`src/rtl/spi_pkg.sv`:
```
// Shared types for the SPI master: the FSM state encoding and the latched SPI mode.
package spi_pkg;

   typedef enum logic [2:0] {
      IDLE  = 3'd0,
      SETUP = 3'd1,
      SHIFT = 3'd2,
      HOLD  = 3'd3,
      DONE  = 3'd4
   } spi_state_t;

   typedef struct packed {
      logic cpol;
      logic cpha;
   } spi_mode_t;

endpackage

```
`src/rtl/spi_master_core_clk_gen.sv`:
```
// SCLK generator: D-cycle window counter, leading/trailing edge strobes and the SCLK level.
module spi_clk_gen #(
   parameter int DIV_W = 8
) (
   input  logic             clk_i,
   input  logic             rst_ni,
   input  logic             run_i,
   input  logic             shift_i,
   input  logic [DIV_W-1:0] div_i,
   input  logic             cpol_i,
   output logic             tick_o,
   output logic             lead_edge_o,
   output logic             trail_edge_o,
   output logic             sclk_o
);

   logic [DIV_W-1:0] cnt_q, cnt_d;
   logic             phase_q, phase_d;
   logic             sclk_q, sclk_d;
   logic             tick_s;

   assign tick_s       = run_i && (cnt_q == div_i);
   assign tick_o       = tick_s;
   assign lead_edge_o  = shift_i && tick_s && !phase_q;
   assign trail_edge_o = shift_i && tick_s && phase_q;
   assign sclk_o       = sclk_q;

   // Window counter wraps every D cycles; SCLK only toggles at window ends while shifting.
   always_comb begin
      cnt_d   = cnt_q;
      phase_d = phase_q;
      sclk_d  = sclk_q;
      if (!run_i || tick_s) begin
         cnt_d = '0;
      end else begin
         cnt_d = cnt_q + DIV_W'(1);
      end
      if (!shift_i) begin
         phase_d = 1'b0;
         sclk_d  = cpol_i;
      end else if (tick_s) begin
         phase_d = ~phase_q;
         sclk_d  = ~sclk_q;
      end else begin
         phase_d = phase_q;
         sclk_d  = sclk_q;
      end
   end

   // State registers.
   always_ff @(posedge clk_i or negedge rst_ni) begin
      if (!rst_ni) begin
         cnt_q   <= '0;
         phase_q <= 1'b0;
         sclk_q  <= 1'b0;
      end else begin
         cnt_q   <= cnt_d;
         phase_q <= phase_d;
         sclk_q  <= sclk_d;
      end
   end

endmodule

```
`src/rtl/spi_master_core.sv`:
```
// Parametrised SPI master with TX holding register and acknowledged RX register.
// Optional feature: define SPI_LSB_FIRST_EN to add the lsb_first port.
module spi_master_core
   import spi_pkg::*;
#(
   parameter int DATA_W = 8,
   parameter int NUM_SS = 4,
   parameter int DIV_W  = 8,
   localparam int SS_W  = (NUM_SS > 1) ? $clog2(NUM_SS) : 1
) (
   input  logic              mclk,
   input  logic              rst,
   input  logic [DATA_W-1:0] din,
   input  logic              ld,
   input  logic              start,
   input  logic [SS_W-1:0]   ss_sel,
   input  logic              cpol,
   input  logic              cpha,
   input  logic [DIV_W-1:0]  clk_div,
   input  logic              rd,
   input  logic              miso,
`ifdef SPI_LSB_FIRST_EN
   input  logic              lsb_first,
`endif
   output logic              sclk,
   output logic              mosi,
   output logic [NUM_SS-1:0] ss_n,
   output logic              busy,
   output logic              done,
   output logic [DATA_W-1:0] dout,
   output logic              rx_valid,
   output logic              overrun
);

   localparam int CNT_W = $clog2(DATA_W);

   spi_state_t        state_q;
   spi_mode_t         mode_q;
   logic [DIV_W-1:0]  div_q;
   logic              lsb_q;
   logic [DATA_W-1:0] hold_q, sh_q, rx_q, dout_q;
   logic [CNT_W-1:0]  bit_q;
   logic [NUM_SS-1:0] ss_n_q;
   logic              mosi_q, busy_q, done_q, rx_valid_q, overrun_q;

   logic              tick_s, lead_s, trail_s, sclk_s;
   logic              run_s, shift_s, cpol_s, start_ok_s, sample_s, drive_s, lsb_in_s;
   logic [DATA_W-1:0] tx_word_s;

   function automatic logic out_bit(input logic [DATA_W-1:0] v, input logic lsb);
      return lsb ? v[0] : v[DATA_W-1];
   endfunction

   function automatic logic [DATA_W-1:0] shift_in(input logic [DATA_W-1:0] v, input logic lsb,
                                                   input logic b);
      return lsb ? {b, v[DATA_W-1:1]} : {v[DATA_W-2:0], b};
   endfunction

`ifdef SPI_LSB_FIRST_EN
   assign lsb_in_s = lsb_first;
`else
   assign lsb_in_s = 1'b0;
`endif

   assign run_s      = (state_q == SETUP) || (state_q == SHIFT) || (state_q == HOLD);
   assign shift_s    = (state_q == SHIFT);
   assign cpol_s     = (state_q == IDLE) ? cpol : mode_q.cpol;
   assign start_ok_s = (state_q == IDLE) && start && (int'(ss_sel) < NUM_SS);
   // A same-cycle ld bypasses the holding register so the fresh word goes out.
   assign tx_word_s  = ld ? din : hold_q;
   assign sample_s   = mode_q.cpha ? trail_s : lead_s;
   assign drive_s    = mode_q.cpha ? lead_s : trail_s;

   spi_clk_gen #(.DIV_W(DIV_W)) u_clk_gen (
      .clk_i        (mclk),
      .rst_ni       (rst),
      .run_i        (run_s),
      .shift_i      (shift_s),
      .div_i        (div_q),
      .cpol_i       (cpol_s),
      .tick_o       (tick_s),
      .lead_edge_o  (lead_s),
      .trail_edge_o (trail_s),
      .sclk_o       (sclk_s)
   );

   // Transfer FSM with registered pin and host-side outputs.
   always_ff @(posedge mclk or negedge rst) begin
      if (!rst) begin
         state_q    <= IDLE;
         mode_q     <= '0;
         div_q      <= '0;
         lsb_q      <= 1'b0;
         hold_q     <= '0;
         sh_q       <= '0;
         rx_q       <= '0;
         dout_q     <= '0;
         bit_q      <= '0;
         ss_n_q     <= '1;
         mosi_q     <= 1'b0;
         busy_q     <= 1'b0;
         done_q     <= 1'b0;
         rx_valid_q <= 1'b0;
         overrun_q  <= 1'b0;
      end else begin
         done_q <= 1'b0;
         if (ld) begin
            hold_q <= din;
         end
         if (rd && rx_valid_q) begin
            rx_valid_q <= 1'b0;
            overrun_q  <= 1'b0;
         end
         case (state_q)
            IDLE: begin
               if (start_ok_s) begin
                  state_q     <= SETUP;
                  mode_q.cpol <= cpol;
                  mode_q.cpha <= cpha;
                  div_q       <= clk_div;
                  lsb_q       <= lsb_in_s;
                  sh_q        <= tx_word_s;
                  bit_q       <= '0;
                  busy_q      <= 1'b1;
                  ss_n_q      <= ~(NUM_SS'(1) << ss_sel);
                  if (!cpha) begin
                     mosi_q <= out_bit(tx_word_s, lsb_in_s);
                  end
               end
            end
            SETUP: begin
               if (tick_s) begin
                  state_q <= SHIFT;
               end
            end
            SHIFT: begin
               if (sample_s) begin
                  rx_q <= shift_in(rx_q, lsb_q, miso);
               end
               // CPHA=1 presents the current bit; CPHA=0 already showed it and advances.
               if (drive_s) begin
                  sh_q   <= shift_in(sh_q, lsb_q, 1'b0);
                  mosi_q <= mode_q.cpha ? out_bit(sh_q, lsb_q)
                                        : out_bit(shift_in(sh_q, lsb_q, 1'b0), lsb_q);
               end
               if (trail_s) begin
                  if (bit_q == CNT_W'(DATA_W - 1)) begin
                     state_q <= HOLD;
                  end else begin
                     bit_q <= bit_q + CNT_W'(1);
                  end
               end
            end
            HOLD: begin
               if (tick_s) begin
                  state_q    <= DONE;
                  done_q     <= 1'b1;
                  dout_q     <= rx_q;
                  rx_valid_q <= 1'b1;
                  ss_n_q     <= '1;
                  if (rx_valid_q && !rd) begin
                     overrun_q <= 1'b1;
                  end
               end
            end
            DONE: begin
               state_q <= IDLE;
               busy_q  <= 1'b0;
            end
            default: begin
               state_q <= IDLE;
               busy_q  <= 1'b0;
               ss_n_q  <= '1;
            end
         endcase
      end
   end

   assign sclk     = sclk_s;
   assign mosi     = mosi_q;
   assign ss_n     = ss_n_q;
   assign busy     = busy_q;
   assign done     = done_q;
   assign dout     = dout_q;
   assign rx_valid = rx_valid_q;
   assign overrun  = overrun_q;

endmodule
```
`config.mk`:
```
export PLATFORM = sky130hd
export DESIGN_NAME = spi_master_core
export DESIGN_NICKNAME = d
export VERILOG_FILES = /design/src/rtl/spi_pkg.sv /design/src/rtl/spi_master_core_clk_gen.sv /design/src/rtl/spi_master_core.sv
export SDC_FILE = /design/constraint.sdc
export NUM_CORES = 1
export LEC_CHECK = 0
export ABC_AREA = 1
export CELL_PAD_IN_SITES_DETAIL_PLACEMENT = 1
export CELL_PAD_IN_SITES_GLOBAL_PLACEMENT = 1
export CORE_UTILIZATION = 41
export CTS_CLUSTER_SIZE = 12
export DETAILED_ROUTE_END_ITERATION = 8
export PLACE_DENSITY_LB_ADDON = 0.1
export SYNTH_ARGS = -nofsm -noshare
export SYNTH_HDL_FRONTEND = slang
export SYNTH_SLANG_ARGS = --single-unit
```
`constraint.sdc`:
```
create_clock -name mclk -period 1.6 [get_ports mclk]
set_input_delay 0.32 -clock mclk [delete_from_list [all_inputs] [get_ports mclk]]
set_output_delay 0.32 -clock mclk [all_outputs]
set_load 0.01 [all_outputs]
```
==> key figures, run 1 <==
Status
  • Status: complete, no violations

Route
  • DR iter-0 viols: 40
  • Final ANT Viol Nets: 0
  • Avg WL per Cell: 13.7 microns
  • Vias: 2472
  • Drt drc: 0
  • Drt via density: 4.80
  • 1st-pass router iterations: 4
  • Routed wire length: 7.06 mm

Clocking
  • Clock buffer depth: 2
  • CTS Buf Count: 9
  • Clk root buf: clkbuf_8
  • Clock latency at the later pin of the worst-skew pair: 0.34 ns
  • Clock tree from TritonCTS: done
  • Clock sink count: 67
  • Clk slew on worst S/H paths: 0.08 ns
  • H-tree levels: 3

STA
  • RSZ-0062 raised after global routing: yes
  • Crit share post-route: 97.6%
  • Fin. max-slew vios: 0
  • Worst Max-Slew Pin Slew: 0.378 ns
  • Relative slew margins: 74.8%
  • Finish-stage setup viols: 0
  • Post-route setup slack: 0.0392 ns
  • Setup Skew: 0.0105 ns
  • Fin crit period: 1.56 ns
  • Fmax: 0.641 GHz
  • Setup TNS: 0 ns
  • Final Hold Viols: 0

Power
  • Power Dens Cells: 1530 nW/um^2
  • VDD IR max: 0.000714 V
  • Pleak: 2.00 nW

Die
  • Core area: 7250 sq um
  • Die Y: 88.8 microns
  • Die ar.: 7880 sq um
  • Initial Util: 42.6%
  • IO Count: 44
  • Rows: 31
  • Die width: 88.8 microns

Setup path
  • Sum of buffers and inverters on the critical path: 1
  • Family with the most delay on the worst path: buffers and inverters
  • Crit-path max cell delay: 0.54 ns
  • Crit end category: output port
  • Worst endpoint required time: 1.28 ns
  • CP max stage cell: clkdlybuf4s50_1
  • CP Cell Sequence: clkdlybuf4s50_1
  • Critical Path Source Type: flip-flop
  • Worst-path fanout max: 2
  • CP arrival: 1.24 ns
  • WS Path Type: reg2out

GRT
  • Number of antenna violations at the first check in global routing: 0
  • Vias in the first global route: 2527
  • First-pass GRT wire length: 11.2 mm
  • GRT overflow: 0
  • Largest net degree at the start of global routing: 68
  • Overall routing resource usage: 19.1%

Final layout
  • Layout cells sized above 1: 25.0%
  • FF+latch area: 1680 sq um
  • Multi-input gate area: 1270 sq um
  • FILL cells: 860
  • Area Overhead vs Synth: 33.6%
  • Util after Layout: 56.9%
  • Number of antenna diodes: 0
  • Final #Nets: 440

Synthesis
  • Post-Syn Area: 3090 sq um
  • Largest area contributor in the netlist: dfrtp_1
  • Synth Flop Type: dfrtp_1
  • Synth Warn #: 0
  • Area contributors post-synth: dfrtp_1 (51%), nand2_1 (11%), inv_1 (5.2%)
  • Cells after synthesis: 338
  • Cell variety after synth: 30
  • Yosys top cell area share: 51.1%
  • Post-synth ARST share: 100%
  • Syn Area/Cell: 9.13 sq um
  • EDFF count, synth: 0
  • Mapped Nets: 367
  • Seq/Total Area, Yosys: 54.5%
  • Yosys reg bits: 67

Hold path
  • Type of the tightest min-delay check: reg2reg

Place
  • Post-DP HPWL: 4.84 mm
  • GP Congestion: 0.772
  • Buffers added on ports: 43
  • Pre-CTS setup slack: -0.161 ns

Job
  • Number of max-cap violations: 0
==> power by group <==
| group | leakage, nW | internal [mW] | switching [mW] |
|---|---|---|---|
| clock network | 0.110 | 0.887 | 0.685 |
| logic | 1.04 | 0.980 | 1.38 |
| registers | 0.849 | 2.14 | 0.242 |
| total | 2.00 | 4.01 | 2.31 |
==> flip-flops by register name (all words and copies together) (netlist names), 2 cells and up, named ones only <==
register / flops
bit_q: 3
div_q: 8
dout: 8
hold_q: 8
mode_q: 2
rx_q: 8
sh_q: 8
ss_n: 4
state_q: 3
u_clk_gen.cnt_q: 8
==> worst paths after layout <==
kind | start | endpoint | slack, ns | cells past startpoint
worst max-delay path | mosi$_DFFE_PN0P_ | mosi | 0.04 | 1
worst min-delay path | dout[3]$_DFFE_PN0P_ | dout[3]$_DFFE_PN0P_ | 0.48 | 2
worst max register to register | div_q[3]$_DFFE_PN0P_ | rx_q[7]$_DFFE_PN0P_ | 0.06 | 7
worst min register to register | dout[3]$_DFFE_PN0P_ | dout[3]$_DFFE_PN0P_ | 0.48 | 2
max in group asynchronous | rst | ss_n[1]$_DFFE_PN1P_ | 0.69 | 3
min in group asynchronous | rst | hold_q[4]$_DFF_PN0_ | 0.54 | 3
==> cells in the final DEF, fill, tap and decap left out, types with 5 or more instances in the layout <==
master,count
o21ai_1,7
nor3_1,8
nand2_2,15
inv_1,41
dfrtp_1,63
dlygate4sd2_1,6
buf_4,22
clkdlybuf4s50_1,32
o21ai_2,14
nand2_1,74
nor2_1,23
o21ai_0,22
mux2_2,12
clkbuf_8,9
nand4_1,5
a21oi_1,9
==> cells by family after synthesis <==
kind of cell	Yosys count	share of synthesized area [%]
mux	12	4.38
fa+ha+maj	3	1.22
flops	67	54.5
compound gates	58	11.6
xor+xnor	5	1.42
simple gates	140	19.5
buf+inv	53	7.38
==> layout make-up <==
type,count,area share (%)
tap,99,3.00
inverter,45,4.16
clock buffer,9,3.00
multi-input combinational,219,30.7
clock inverter,7,2.49
timing repair buffer,69,15.9
sequential,67,40.8
==> per-stage QoR <==
step / instances / hold slack (ns) / total power, mW / instance area, sq um
floorplan: 338 / 0.0244 / 3.69 / 3090
global placement: 487 / 0.373 / 4.47 / 3710
detailed placement: 487 / 0.375 / 4.57 / 3710
CTS: 507 / 0.489 / 6.18 / 3980
global route: 515 / 0.501 / 6.77 / 4130
finish: 515 / 0.479 / 6.31 / 4130
==> cells in the mapped netlist, types with 2 or more instances <==
| master | number |
|---|---|
| a21oi_1 | 9 |
| buf_2 | 5 |
| buf_6 | 3 |
| dfrtp_1 | 63 |
| dfstp_2 | 4 |
| ha_1 | 3 |
| inv_1 | 43 |
| inv_2 | 2 |
| mux2_2 | 12 |
| nand2_1 | 88 |
| nand2_2 | 3 |
| nand2_4 | 2 |
| nand3_1 | 3 |
| nand4_1 | 5 |
| nor2_1 | 24 |
| nor2_2 | 2 |
| nor2_4 | 2 |
| nor3_1 | 9 |
| nor3b_1 | 2 |
| o21ai_0 | 26 |
| o21ai_1 | 3 |
| o21ai_2 | 14 |
| xnor2_1 | 3 |
| xor2_1 | 2 |
==> per-layer routing <==
metal | global-route usage (%) | vias to the layer above | share of wire (%)
li1 | - | 1220 | -
met1 | 22.7 | 1208 | 44
met2 | 33.1 | 34 | 51
met3 | 4.76 | 10 | 3.4
met4 | 7.77 | 0 | 1.4
met5 | 0 | - | 0
==> timing repair <==
item	4_1_cts	5_1_grt
pin swaps	3	13
resized for setup	8	33
endpoints found under the setup margin	11	38
hold endpoints to repair	51	0
buffers inserted	3	7
hold buffers	1	0
gates cloned	0	1
Power figures use the tool's default switching activity.
==> run 2: changes to the inputs <==
Settings changed: CORE_ASPECT_RATIO from default to 0.6.
==> key figures, run 2 (same netlist as run 1, synthesis figures left out) <==
Setup path
  • Worst r2r src: u_clk_gen.cnt_q[4]$_DFF_PN0_
  • WS Path Type: reg2reg
  • Cell mode on critical path: nand2_1
  • R2R cell count: 9
  • FF-to-FF setup slack: -0.008 ns
  • CP arrival: 1.87 ns
  • CP Cell Sequence: inv_2, nand2_1, nand2_1, nand2_1, nor2_4, nand2_4, nor2_4, nand2_4, a21oi_2
  • Critical Path Source Type: flip-flop
  • CP max stage cell: dfrtp_1
  • Worst-path fanout max: 8
  • Crit end category: flip-flop
  • Crit-path max cell delay: 0.41 ns
  • Worst r2r dst: rx_q[0]$_DFFE_PN0P_
  • Worst endpoint required time: 1.86 ns

Die
  • Rows: 24
  • Initial Util: 42.5%
  • Core area: 7270 sq um
  • Die width: 114 microns
  • Die Y: 69.2 microns
  • Die ar.: 7890 sq um
  • IO Count: 44

Final layout
  • Area Overhead vs Synth: 37.7%
  • Layout cells sized above 1: 26.4%
  • Most common cell after layout, fill and taps aside: nand2_1
  • Number of antenna diodes: 0
  • Final instance area: 4250 sq um
  • Commonest non-fill, non-tap cells in the layout: nand2_1 (78), dfrtp_1 (63), inv_1 (41)
  • Final #Nets: 444

Clocking
  • Clk root buf: clkbuf_16
  • CTS Buf Count: 9
  • Clock tree from TritonCTS: done
  • Clock latency at the later pin of the worst-skew pair: 0.34 ns
  • H-tree levels: 3
  • Clock buffer depth: 2
  • Clk slew on worst S/H paths: 0.05 ns
  • Cts hold-fix bufs: 0
  • Clock sink count: 67

STA
  • Fin. max-slew vios: 0
  • Setup Skew: 0.00803 ns
  • RSZ-0062 raised after global routing: yes
  • Fin crit period: 1.61 ns
  • Finish-stage setup viols: 2
  • Crit share post-route: 100%
  • Fmax: 0.622 GHz
  • Relative slew margins: 75.8%
  • Hold_ws: -0.000569 ns
  • Setup TNS: -0.00994 ns
  • Post-route setup slack: -0.00794 ns
  • Worst Max-Slew Pin Slew: 0.363 ns
  • Final Hold Viols: 2

Job
  • Number of max-cap violations: 0

Hold path
  • Type of the tightest min-delay check: in2async

Status
  • Status: finished, violations left
  • Violated checks: negative hold slack, negative setup slack

GRT
  • GRT overflow: 0
  • Overall routing resource usage: 21.1%
  • Largest net degree at the start of global routing: 68
  • Number of antenna violations at the first check in global routing: 0
  • Vias in the first global route: 2545
  • First-pass GRT wire length: 12.5 mm

Power
  • Power Dens Cells: 1590 nW/um^2
  • Pleak: 2.05 nW
  • VDD IR max: 0.000827 V

Place
  • DP Area: 3730 sq um
  • GP Congestion: 0.754
  • Post-DP HPWL: 5.18 mm
  • Buffers added on ports: 43

Route
  • DR iter-0 viols: 119
  • Drt via density: 4.81
  • Vias: 2518
  • Drt drc: 0
  • Routed wire length: 7.96 mm
  • 1st-pass router iterations: 4
  • Avg WL per Cell: 15.2 microns
  • Final ANT Viol Nets: 0
==> run 2: cell count changes in the layout (fill, tap and decap cells not counted), sizes merged <==
cell | previous run | this run
clkinvlp | 1 | 0
bufinv | 2 | 0
clkdlybuf4s50 | 32 | 35
clkinv | 4 | 1
dlygate4sd3 | 1 | 0
dlymetal6s2s | 4 | 2
buf | 26 | 30
clkbuf | 9 | 16
dlygate4sd2 | 6 | 5
==> run 2: final cells by class <==
type | instances | area [sq um]
flip-flops and latches | 67 | 1680
fillers | 853 | 3020
multi-input cells | 219 | 1320
repair buffers | 73 | 692
clock buffers | 15 | 248
inverters | 45 | 171
well taps | 104 | 130
clock inverters | 1 | 5.00
==> run 2: worst max path at each step <==
stage / slack, ns / start / endpoint
after floorplan: 0.19 / u_clk_gen.cnt_q[5]$_DFF_PN0_ / rx_q[1]$_DFFE_PN0P_
after global placement: -0.11 / start / div_q[2]$_DFFE_PN0P_
after detailed placement: -0.18 / start / bit_q[1]$_DFFE_PN0P_
after CTS: 0.005 / dout[7]$_DFFE_PN0P_ / dout[7]
after global routing: -0.11 / u_clk_gen.cnt_q[1]$_DFF_PN0_ / sh_q[0]$_DFFE_PN0P_
final: -0.008 / u_clk_gen.cnt_q[4]$_DFF_PN0_ / rx_q[0]$_DFFE_PN0P_
==> run 2: power breakdown <==
group	leakage [nW]	total [mW]	switching [mW]	internal (mW)
logic	1.07	2.65	1.56	1.09
registers	0.849	2.39	0.248	2.15
clock network	0.122	1.73	0.684	1.05
==> run 2: metrics by stage <==
stage	utilization (%)	power, mW	setup slack [ns]	cells
after detailed placement	51.3	4.56	-0.183	493
after floorplan	-	3.69	0.192	338
after global routing	58.5	7.22	-0.111	524
after CTS	55.1	6.37	0.00531	511
final	58.5	6.78	-0.00794	524
after global placement	51.3	4.45	-0.115	493
==> run 2: timing repair <==
action / CTS / global route
gates resized for setup: 9 / 50
setup buffers: 2 / 11
gates cloned: 0 / 2
pin swaps: 0 / 2
endpoints found under the setup margin: 10 / 42
==> run 2: worst max-delay path, delay by kind of cell, from the launching register on <==
kind	cells	cell delay (ns)
buf+inv	1	0.09
simple gates	7	0.87
flops	1	0.41
compound gates	1	0.17
==> run 2: metal layers <==
metal	vias up	GRT usage, %	routed length, microns
li1	1229	-	-
met1	1224	30.1	3890
met2	52	29.8	3520
met3	13	6.64	393
met4	0	8.66	163
met5	-	0	0
==> run 3: changes to the inputs <==
Settings changed: CORE_ASPECT_RATIO 0.6 to 1.25.
==> key figures, run 3 (same netlist as run 1, synthesis figures left out) <==
Die
  • Initial Util: 42.2%
  • Die width: 79.6 microns
  • Core area: 7310 sq um
  • IO Count: 44
  • Rows: 35
  • Die Y: 99.0 microns
  • Die ar.: 7880 sq um

Clocking
  • Clk slew on worst S/H paths: 0.08 ns
  • Clock buffer depth: 2
  • Clock sink count: 67
  • CTS Buf Count: 9
  • Clock tree from TritonCTS: done
  • H-tree levels: 3
  • Clock latency at the later pin of the worst-skew pair: 0.34 ns
  • Clk root buf: clkbuf_8

Final layout
  • Final #Nets: 441
  • Layout cells sized above 1: 25.4%
  • Most common cell after layout, fill and taps aside: nand2_1
  • Commonest non-fill, non-tap cells in the layout: nand2_1 (78), dfrtp_1 (61), inv_1 (41)
  • Number of antenna diodes: 0
  • Area Overhead vs Synth: 34.8%
  • Fin cells: 509

Place
  • Buffers added on ports: 43
  • Placed cells: 485
  • Pre-CTS setup slack: -0.171 ns
  • Post-DP HPWL: 4.99 mm
  • GP Congestion: 0.865

STA
  • Relative slew margins: 67.9%
  • Setup TNS: 0 ns
  • Fin crit period: 1.57 ns
  • Setup Skew: 0.00773 ns
  • Post-route setup slack: 0.0305 ns
  • Fin. max-slew vios: 0
  • Worst Max-Slew Pin Slew: 0.481 ns
  • Crit share post-route: 98.1%
  • Finish-stage setup viols: 0
  • Final Hold Viols: 0
  • Fmax: 0.637 GHz
  • RSZ-0062 raised after global routing: yes
  • Hold_ws: 0.466 ns

GRT
  • Vias in the first global route: 2673
  • Largest net degree at the start of global routing: 30
  • GRT overflow: 0
  • Overall routing resource usage: 20.2%
  • First-pass GRT wire length: 12.2 mm
  • Number of antenna violations at the first check in global routing: 0

Setup path
  • CP Cell Sequence: inv_2, nand2_1, nand2_1, nand2_2, nor2_4, nand2_4, nor2_4, nand2_4, o21ai_2
  • CP arrival: 1.84 ns
  • CP max stage cell: dfrtp_1
  • WS Path Type: reg2reg
  • Worst endpoint required time: 1.87 ns
  • Worst-path fanout max: 8
  • Crit-path max cell delay: 0.41 ns
  • Critical Path Source Type: flip-flop
  • Crit end category: flip-flop

Route
  • DR iter-0 viols: 85
  • Routed wire length: 7.21 mm
  • Vias: 2487
  • Drt drc: 0
  • 1st-pass router iterations: 3
  • Drt via density: 4.89
  • Avg WL per Cell: 14.2 microns
  • Final ANT Viol Nets: 0

Power
  • Pleak: 2.05 nW
  • VDD IR max: 0.000698 V
  • Power Dens Cells: 1540 nW/um^2

Status
  • Status: complete, no violations

Hold path
  • Type of the tightest min-delay check: in2async

Job
  • Number of max-cap violations: 0
## run 3: area by class of cell
class / count / area (sq um)
clock buffer: 9 / 124
clock inverter: 7 / 116
fill: 853 / 3150
inverter: 45 / 171
multi-input combinational: 219 / 1270
sequential: 67 / 1680
tap: 92 / 115
timing repair buffer: 70 / 683
## run 3: power by group
part / total (mW) / internal, mW / leakage, nW / switching [mW]
logic: 2.31 / 0.971 / 1.08 / 1.34
clock network: 1.70 / 1.03 / 0.119 / 0.672
registers: 2.39 / 2.14 / 0.846 / 0.246
## run 3: worst paths after layout
kind,from,end,slack (ns),cells after the start
min in group mclk,u_clk_gen.cnt_q[0]$_DFF_PN0_,u_clk_gen.cnt_q[0]$_DFF_PN0_,0.47,1
max reg2reg,u_clk_gen.cnt_q[5]$_DFF_PN0_,rx_q[7]$_DFFE_PN0P_,0.03,9
min reg2reg,u_clk_gen.cnt_q[0]$_DFF_PN0_,u_clk_gen.cnt_q[0]$_DFF_PN0_,0.47,1
max in group asynchronous,rst,ss_n[1]$_DFFE_PN1P_,0.57,3
max,u_clk_gen.cnt_q[5]$_DFF_PN0_,rx_q[7]$_DFFE_PN0P_,0.03,9
min,rst,div_q[5]$_DFFE_PN0P_,0.47,2
## run 3: what timing repair did
action                                 in CTS  in global routing
cloned                                      0                  1
gates resized for setup                     9                 36
buffers inserted                            0                  6
hold buffers                                1                  0
endpoints found under the hold margin      13                  0
setup endpoints to repair                  15                 45
pin swaps                                   1                  8
## run 3: metrics by stage
step	cell area (sq um)	total power, mW	utilization (%)
6_report	4160	6.40	56.9
5_1_grt	4160	6.87	56.9
4_1_cts	4020	6.27	54.9
3_5_place_dp	3760	4.53	51.4
3_3_place_gp	3760	4.44	51.4
2_1_floorplan	3090	3.69	-
## run 3: routing by layer
layer	GRT usage [%]	routed length, microns	vias up
met2	34.7	3810	34
met3	4.72	242	8
met1	24.0	3070	1216
met4	8.25	85	0
li1	-	-	1229
met5	0	0	-
## run 3: worst max-delay path: cells and delay by family, from the launching register on
family                 cells  cell delay [ns]
AO/OA/AOI/OAI              1             0.16
flip-flops                 1             0.41
buffers and inverters      1             0.07
AND/OR/NAND/NOR            7             0.84
